===== src/rtl/cpu_pkg.sv =====
// rtl/cpu_pkg.sv - shared CPU constants: datapath width, ALU opcodes, multiply sequencer states
package cpu_pkg;

    localparam int CPU_WIDTH = 19;

    localparam logic [3:0] ALU_ADD = 4'b0000;
    localparam logic [3:0] ALU_SUB = 4'b0001;
    localparam logic [3:0] ALU_AND = 4'b0010;
    localparam logic [3:0] ALU_OR  = 4'b0011;
    localparam logic [3:0] ALU_XOR = 4'b0100;
    localparam logic [3:0] ALU_NOT = 4'b0101;
    localparam logic [3:0] ALU_SHL = 4'b0110;
    localparam logic [3:0] ALU_SHR = 4'b0111;

    typedef enum logic [1:0] {
        IDLE = 2'd0,
        ADD  = 2'd1,
        SHL  = 2'd2,
        DONE = 2'd3
    } mul_state_e;

endpackage


===== src/rtl/alu_mul_seq.sv =====
// rtl/alu_mul_seq.sv - shift-add unsigned multiplier that borrows the shared ALU for ADD/SHL
module alu_mul_seq
    import cpu_pkg::*;
#(
    parameter int WIDTH   = CPU_WIDTH,
    parameter int SHAMT_W = 5
) (
    input  logic             clk,
    input  logic             rst_n,
    input  logic             start,
    output logic             start_ready,
    input  logic [WIDTH-1:0] op_a,
    input  logic [WIDTH-1:0] op_b,
    output logic             res_valid,
    input  logic             res_ready,
    output logic [WIDTH-1:0] result,
    output logic             ovf,
    output logic             alu_own,
    output logic [3:0]       alu_op,
    output logic [WIDTH-1:0] alu_a,
    output logic [WIDTH-1:0] alu_b,
    input  logic [WIDTH-1:0] alu_y
);

    localparam logic [SHAMT_W-1:0] SHIFT_ONE = SHAMT_W'(1);

    mul_state_e       state;
    logic [WIDTH-1:0] acc;
    logic [WIDTH-1:0] mc;
    logic [WIDTH-1:0] mp;
    logic             ovf_r;
    logic [WIDTH-1:0] mp_shr;

    assign mp_shr = mp >> 1;

    // ALU lines must follow the current state in the same cycle, so they stay combinational.
    always_comb begin
        alu_own = 1'b0;
        alu_op  = ALU_ADD;
        alu_a   = '0;
        alu_b   = '0;
        case (state)
            ADD: begin
                if (mp[0]) begin
                    alu_own = 1'b1;
                    alu_op  = ALU_ADD;
                    alu_a   = acc;
                    alu_b   = mc;
                end
            end
            SHL: begin
                alu_own = 1'b1;
                alu_op  = ALU_SHL;
                alu_a   = mc;
                alu_b   = WIDTH'(SHIFT_ONE);
            end
            default: ;
        endcase
    end

    always_ff @(posedge clk) begin
        if (!rst_n) begin
            state       <= IDLE;
            acc         <= '0;
            mc          <= '0;
            mp          <= '0;
            ovf_r       <= 1'b0;
            start_ready <= 1'b1;
            res_valid   <= 1'b0;
            result      <= '0;
            ovf         <= 1'b0;
        end else begin
            case (state)
                IDLE: begin
                    if (start) begin
                        acc         <= '0;
                        mc          <= op_a;
                        mp          <= op_b;
                        ovf_r       <= 1'b0;
                        start_ready <= 1'b0;
                        state       <= ADD;
                    end
                end
                ADD: begin
                    if (mp == '0) begin
                        state     <= DONE;
                        res_valid <= 1'b1;
                        result    <= acc;
                        ovf       <= ovf_r;
                    end else begin
                        if (mp[0]) begin
                            acc <= alu_y;
                            // a wrapped sum is smaller than the value it was added to
                            if (alu_y < acc) begin
                                ovf_r <= 1'b1;
                            end
                        end
                        state <= SHL;
                    end
                end
                SHL: begin
                    mc <= alu_y;
                    mp <= mp_shr;
                    // a bit shifted out of mc is lost only if later multiplier bits still need it
                    if (mc[WIDTH-1] && (mp_shr != '0)) begin
                        ovf_r <= 1'b1;
                    end
                    state <= ADD;
                end
                DONE: begin
                    if (res_ready) begin
                        state       <= IDLE;
                        res_valid   <= 1'b0;
                        result      <= '0;
                        ovf         <= 1'b0;
                        start_ready <= 1'b1;
                    end
                end
                default: state <= IDLE;
            endcase
        end
    end

endmodule


===== config.mk =====
export PLATFORM = sky130hd
export DESIGN_NAME = alu_mul_seq
export DESIGN_NICKNAME = d
export VERILOG_FILES = /design/src/rtl/cpu_pkg.sv /design/src/rtl/alu_mul_seq.sv
export SDC_FILE = /design/constraint.sdc
export NUM_CORES = 1
export LEC_CHECK = 0
export BUFFER_PORTS_ARGS = -buffer_cell sky130_fd_sc_hd__buf_2
export CAP_MARGIN = 10
export CELL_PAD_IN_SITES_DETAIL_PLACEMENT = 1
export CELL_PAD_IN_SITES_GLOBAL_PLACEMENT = 1
export CORE_UTILIZATION = 40
export CTS_CLUSTER_DIAMETER = 100
export CTS_CLUSTER_SIZE = 12
export DETAILED_ROUTE_END_ITERATION = 10
export PLACE_DENSITY = 0.8
export SLEW_MARGIN = 10
export SYNTH_ARGS = -nofsm -noshare
export SYNTH_HDL_FRONTEND = slang
export SYNTH_SLANG_ARGS = --single-unit

===== constraint.sdc =====
create_clock -name clk -period 2.7 [get_ports clk]
set_clock_uncertainty 0.05 [all_clocks]
set_input_delay 0.27 -clock clk [delete_from_list [all_inputs] [get_ports clk]]
set_output_delay 0.27 -clock clk [all_outputs]
set_load 0.02 [all_outputs]

After elaboration in Yosys (flattened, before gate mapping)

Cells that the tools add are included.

$add $sub $neg: 0
Multipliers: 0
Divide/modulo/power cells: 0
Order comparisons: 1
Equal/unequal tests: 10
Shifts and indexed selects: 0
Multiplexer cells: 35
Bitwise operators: 0
Reductions and logical operators: 15

Operator list:

| operator                                                               | count |
|---|---|
| 19-bit one-hot mux with 2 select lines                                 | 6 |
| 19-bit two-way mux                                                     | 9 |
| 19-bit zero test                                                       | 1 |
| 19-bit < comparator                                                    | 1 |
| 19-bit nonzero test                                                    | 1 |
| 2-bit inequality test (second input constant)                          | 7 |
| 1-bit two-way mux                                                      | 11 |
| 1-bit one-hot mux with 2 select lines                                  | 4 |
| 2-bit one-hot mux with 4 select lines                                  | 1 |
| 2-bit nonzero test                                                     | 4 |
| 3-bit AND reduction                                                    | 2 |
| 6-bit AND reduction                                                    | 1 |
| 2-bit equality test (second input constant)                            | 2 |
| 2-bit two-way mux                                                      | 2 |
| 2-bit AND reduction                                                    | 2 |
| 4-bit AND reduction                                                    | 1 |
| 3-bit two-way mux                                                      | 1 |
| 1-bit one-hot mux with 3 select lines                                  | 1 |
| 3-bit nonzero test                                                     | 1 |
| 2-bit by 1-bit equality test with 1-bit output (second input constant) | 1 |
| 2-bit zero test                                                        | 1 |
| 1-bit logical AND                                                      | 1 |

Bits in registers: 82
Bits in latches: 0
Bits in writable memories: 0
Bits in read-only memories: 0
Input port bits: 61
Output and inout port bits: 65
Word-level logic and storage cells: 70
Memories kept: 0

Depth between registers and ports, before layout

Word-level depth: 5
Depth in mapped cells: 9

Worst setup path after synthesis

No wires, ideal clock.

Kind: register to output
Start point: register state[0]
End point: output alu_b[0]
Data arrival time: 1.896 ns
Data required time: 2.380 ns
Path slack: 0.484 ns
Cell stages (with the launch flop): 7
Path buffers: 2
Cell sequence: dfxtp_1 inv_1 ha_1 clkbuf_1 clkbuf_1 o21a_1 o21a_1

Cells in the longest elaborated chain, start to end: 2
Elaborated cells on any way between the ends: 3
Classes of those cells: eq/ne (2); mux (1)

RTL lines:

| element                                                                               | line              | source |
|---|---|---|
| start: declaration                                                                    | alu_mul_seq.sv:27 | `mul_state_e state;` |
| start signal: assignment                                                              | alu_mul_seq.sv:63 | `state <= IDLE;` |
| start signal: assignment                                                              | alu_mul_seq.sv:81 | `state <= ADD;` |
| start signal: assignment                                                              | alu_mul_seq.sv:86 | `state <= DONE;` |
| 2-bit equality test or 2-bit by 1-bit equality test with 1-bit output (tied branches) | alu_mul_seq.sv:42 | `case (state)` |
| 19-bit one-hot mux with 2 select lines (*)                                            | alu_mul_seq.sv:42 |  |
| end: declaration                                                                      | alu_mul_seq.sv:21 | `output logic [WIDTH-1:0] alu_b,` |

Every way passes the cells marked *; elsewhere a longest branch is shown, timed or not.

Final worst setup path

Start point: register state[0]
End point: output alu_a[14]

Cells in the longest elaborated chain, start to end: 2
Elaborated cells on any way between the ends: 3
Classes of those cells: eq/ne (2); mux (1)

RTL lines:

| element                                                                               | line              | source |
|---|---|---|
| 2-bit equality test or 2-bit by 1-bit equality test with 1-bit output (tied branches) | alu_mul_seq.sv:42 |  |
| 19-bit one-hot mux with 2 select lines (*)                                            | alu_mul_seq.sv:42 |  |
| end: declaration                                                                      | alu_mul_seq.sv:20 | `output logic [WIDTH-1:0] alu_a,` |

Marks and branches as above.

==> run_results.csv <==
group,metric,value,unit
power_and_ir_drop,vdd_drop_max,0.000284,V
grt,wire_length_of_the_first_global_routing_pass,21.7,mm
cts,cts.repair.resized,0,
worst_setup_path,reg2reg_depth,9,
hold_path,worstHoldPathType,"in2reg",
placement,portBuffers,123,
worst_setup_path,critPathCaptureType,"output pin",
cts,ctsHoldBuffers,0,
worst_setup_path,worst_setup_sp,"state[0]",
synth,synth.largest_area_cell,"sky130_fd_sc_hd__dfxtp_1",
synth,synth.avg_cell_area,9.69,um^2
synth,synth_warnings,0,
die,io-pin-count,126,
sta,rsz0062_at_grt,"false",
grt,vias_in_the_first_global_route,4231,
worst_setup_path,worst-endpoint-required,2.38,ns
synth,synthTopCellsByCount,"82 x sky130_fd_sc_hd__dfxtp_1, 47 x sky130_fd_sc_hd__nand2_1, 39 x sky130_fd_sc_hd__mux2i_1, 37 x sky130_fd_sc_hd__o211a_1, 27 x sky130_fd_sc_hd__nor2b_1",
cells_and_area,seqCellArea,1640,um^2
worst_setup_path,timing.reg2reg.setup_slack,0.25,ns
die,floorplan.rows,38,
synth,syn_area,4510,um^2
flow_run,max_cap_viol_count,0,
cts,clk_latency,0.34,ns
detailed_routing,wl_per_cell,18.4,um
synth,yosysSeqAreaShare,36.4,%
synth,netlist_instances,466,
cts,cts-buffers-inserted,9,
cts,clkSlewWorstSetupHoldPaths,0.06,ns
die,fp.dieArea,11700,um^2
synth,synth.area.top_cells,"sky130_fd_sc_hd__dfxtp_1 36%, sky130_fd_sc_hd__mux2i_1 8.6%, sky130_fd_sc_hd__o211a_1 8.2%",
sta,drv_slew,0,
cells_and_area,area_used_by_multi_input_combinational_logic,2590,um^2
worst_setup_path,critical_path_arrival,2.14,ns
worst_setup_path,critical_path.startpoint_type,"flip-flop",
sta,totalNegativeSetupSlack,0,ns
power_and_ir_drop,power.static_leakage,2.62,nW
placement,detailedPlacementHpwl,9.77,mm
synth,ys_types,41,
cts,maximum_buffer_depth_of_the_clock_tree,2,
die,floorplan.initialDensity,41.3,%
die,die_width,108,um
worst_setup_path,slowest_stage,"sky130_fd_sc_hd__ha_1",
synth,asyncSetResetFlopFracSynth,0,%
synth,top_reg_cell_synth,"sky130_fd_sc_hd__dfxtp_1",
detailed_routing,drcViolationCount,0,
detailed_routing,antenna_left,0,
sta,timing.slew.headroom,52.2,%
cells_and_area,syn_to_final_growth,23.1,%
synth,synth_edf_count,0,
cts,cts_root_buf,"sky130_fd_sc_hd__clkbuf_16",
placement,gp_congestion,0.810,
detailed_routing,drtIter0Drc,142,
sta,timing.fmax,0.406,GHz
worst_setup_path,family_of_cells_with_the_greatest_summed_delay_on_the_critical_path,"buffers and inverters",
grt,antenna_violations_before_repair,0,
cells_and_area,drive_above_1_share,34.4,%
worst_setup_path,critical_path.reg2reg.endpoint,"ovf_r",
run_status,result_of_the_run,"finished, final reports clean",
worst_setup_path,kind_of_critical_path,"reg2out",
detailed_routing,vias_after_detailed_routing,4004,
worst_setup_path,critPathMaxStageDelay,0.40,ns
die,core,10900,um^2
sta,tightest_slew,0.699,ns
synth,yosysMostFrequentCell,"sky130_fd_sc_hd__dfxtp_1",
detailed_routing,detail_route.first_pass.iterations,4,
detailed_routing,routed_via_density,5.52,
worst_setup_path,crit_path_cell_trace,"inv_1 > ha_1 > and2_1 > buf_4 > a22o_1 > buf_2",
worst_setup_path,timing.critical_path.fanout_max,8,
synth,yosys.area.top_type_share,36.4,%
cts,postCtsSetupBuffers,0,
cts,cts_tree,"built",
hold_path,worst_hold_path.num_cells,3,
cells_and_area,design_area,5560,um^2
sta,report.final.hold_viol_count,0,
cells_and_area,insertedDiodeCount,0,
cells_and_area,fillers,1285,
cts,clock_sink_count,82,
sta,post-route-period-util,91.2,%
die,die-height,108,um
cells_and_area,number_of_nets_in_the_layout,665,
worst_setup_path,r2r-start,"acc[8]",
grt,overall_global_routing_resource_usage,24.3,%
detailed_routing,wl,13.4,mm
hold_path,min-delay-start,"alu_y[15]",
grt,overflow,0,
grt,grt_max_degree,52,
hold_path,worstHoldEndpoint,"acc[15]",
power_and_ir_drop,power-per-cell-area,629,nW/um^2
worst_setup_path,path_buf_inv,3,
sta,period_needed,2.46,ns
cts,cts_htree_levels,3,
placement,detailed_place.area,5280,um^2
sta,timing.final.setup_violations,0,
synth,yosys_register_bits,82,
==> per-stage QoR <==
step	setup slack [ns]	instances	utilization, %	power (mW)	hold slack (ns)
after floorplan	0.484	467	-	2.02	0.396
after global placement	0.326	711	48.3	2.27	0.428
after detailed placement	0.313	711	48.3	2.33	0.434
after CTS	0.252	725	50.8	3.52	0.186
after global routing	0.109	725	50.8	3.67	0.223
final	0.239	725	50.8	3.49	0.199
==> sequential cells by signal (all words and copies together) (netlist names) <==
| register | count |
|---|---|
| acc | 19 |
| mc | 19 |
| mp | 19 |
| result | 19 |
| state | 2 |
| ovf | 1 |
| ovf_r | 1 |
| res_valid | 1 |
| start_ready | 1 |
==> layout by cell type (no fill, tap or decap), types with 3 or more instances in the layout <==
cell type / instances
sky130_fd_sc_hd__a21o_1: 3
sky130_fd_sc_hd__a22oi_1: 21
sky130_fd_sc_hd__buf_4: 19
sky130_fd_sc_hd__buf_2: 123
sky130_fd_sc_hd__nand4_1: 3
sky130_fd_sc_hd__o31ai_1: 3
sky130_fd_sc_hd__nor2_1: 5
sky130_fd_sc_hd__nor2b_1: 27
sky130_fd_sc_hd__a22o_1: 18
sky130_fd_sc_hd__nor4_2: 3
sky130_fd_sc_hd__o211a_1: 37
sky130_fd_sc_hd__clkbuf_16: 9
sky130_fd_sc_hd__nor2b_2: 19
sky130_fd_sc_hd__dfxtp_1: 82
sky130_fd_sc_hd__a21oi_1: 8
sky130_fd_sc_hd__mux2i_1: 39
sky130_fd_sc_hd__a22oi_2: 19
sky130_fd_sc_hd__inv_1: 24
sky130_fd_sc_hd__ha_1: 21
sky130_fd_sc_hd__nand2_1: 47
sky130_fd_sc_hd__and2_1: 21
sky130_fd_sc_hd__nand3_1: 5
==> worst max-delay path by stage <==
stage,to,slack [ns],cells past startpoint
finish,alu_a[14],0.24,6
global route,alu_a[14],0.11,6
CTS,alu_a[14],0.25,6
detailed placement,ovf_r,0.31,9
global placement,ovf_r,0.33,8
floorplan,alu_b[0],0.48,6
==> power breakdown <==
part	total (mW)	switching (mW)	internal, mW
clock	1.19	0.481	0.705
combinational	0.863	0.499	0.364
sequential	1.44	0.111	1.33
total	3.49	1.09	2.40
==> metal layers <==
metal  wire length, um  vias up  part of all wire [%]  GRT usage [%]
li1                  -     1894                     -              -
met2              6700       90                    50           42.3
met5                 0        -                     0              0
met3               573       16                   4.3           5.06
met4               228        0                   1.7           7.73
met1              5870     2004                    44           29.7
==> cell families (layout without fill, tap and decap cells) <==
logic type,count (synthesis),after routing,share of synthesized area [%]
fa+ha+maj,22,22,6.10
other cells,1,2,0.0831
mux,39,39,8.65
compound gates,122,122,24.4
flops,82,82,36.4
buf+inv,63,181,6.54
simple gates,137,137,17.9
==> worst reg2reg max path, cell delays in order (launching register included) <==
cell and delay (ns):
sky130_fd_sc_hd__dfxtp_1 0.39, sky130_fd_sc_hd__inv_1 0.06, sky130_fd_sc_hd__ha_1 0.29, sky130_fd_sc_hd__a21o_1 0.17, sky130_fd_sc_hd__a21oi_1 0.20, sky130_fd_sc_hd__nor2b_1 0.07, sky130_fd_sc_hd__a2111oi_0 0.62, sky130_fd_sc_hd__buf_4 0.22
sky130_fd_sc_hd__o31a_1 0.14, sky130_fd_sc_hd__mux2i_1 0.17
==> layout make-up <==
cell class | count | area share [%]
clock buffers | 11 | 4.19
clock inverters | 3 | 0.766
inverters | 24 | 1.62
multi-input cells | 322 | 46.7
flip-flops and latches | 82 | 29.5
well taps | 140 | 3.15
repair buffers | 143 | 14.0
No activity file was read; power rests on OpenSTA's default activity.
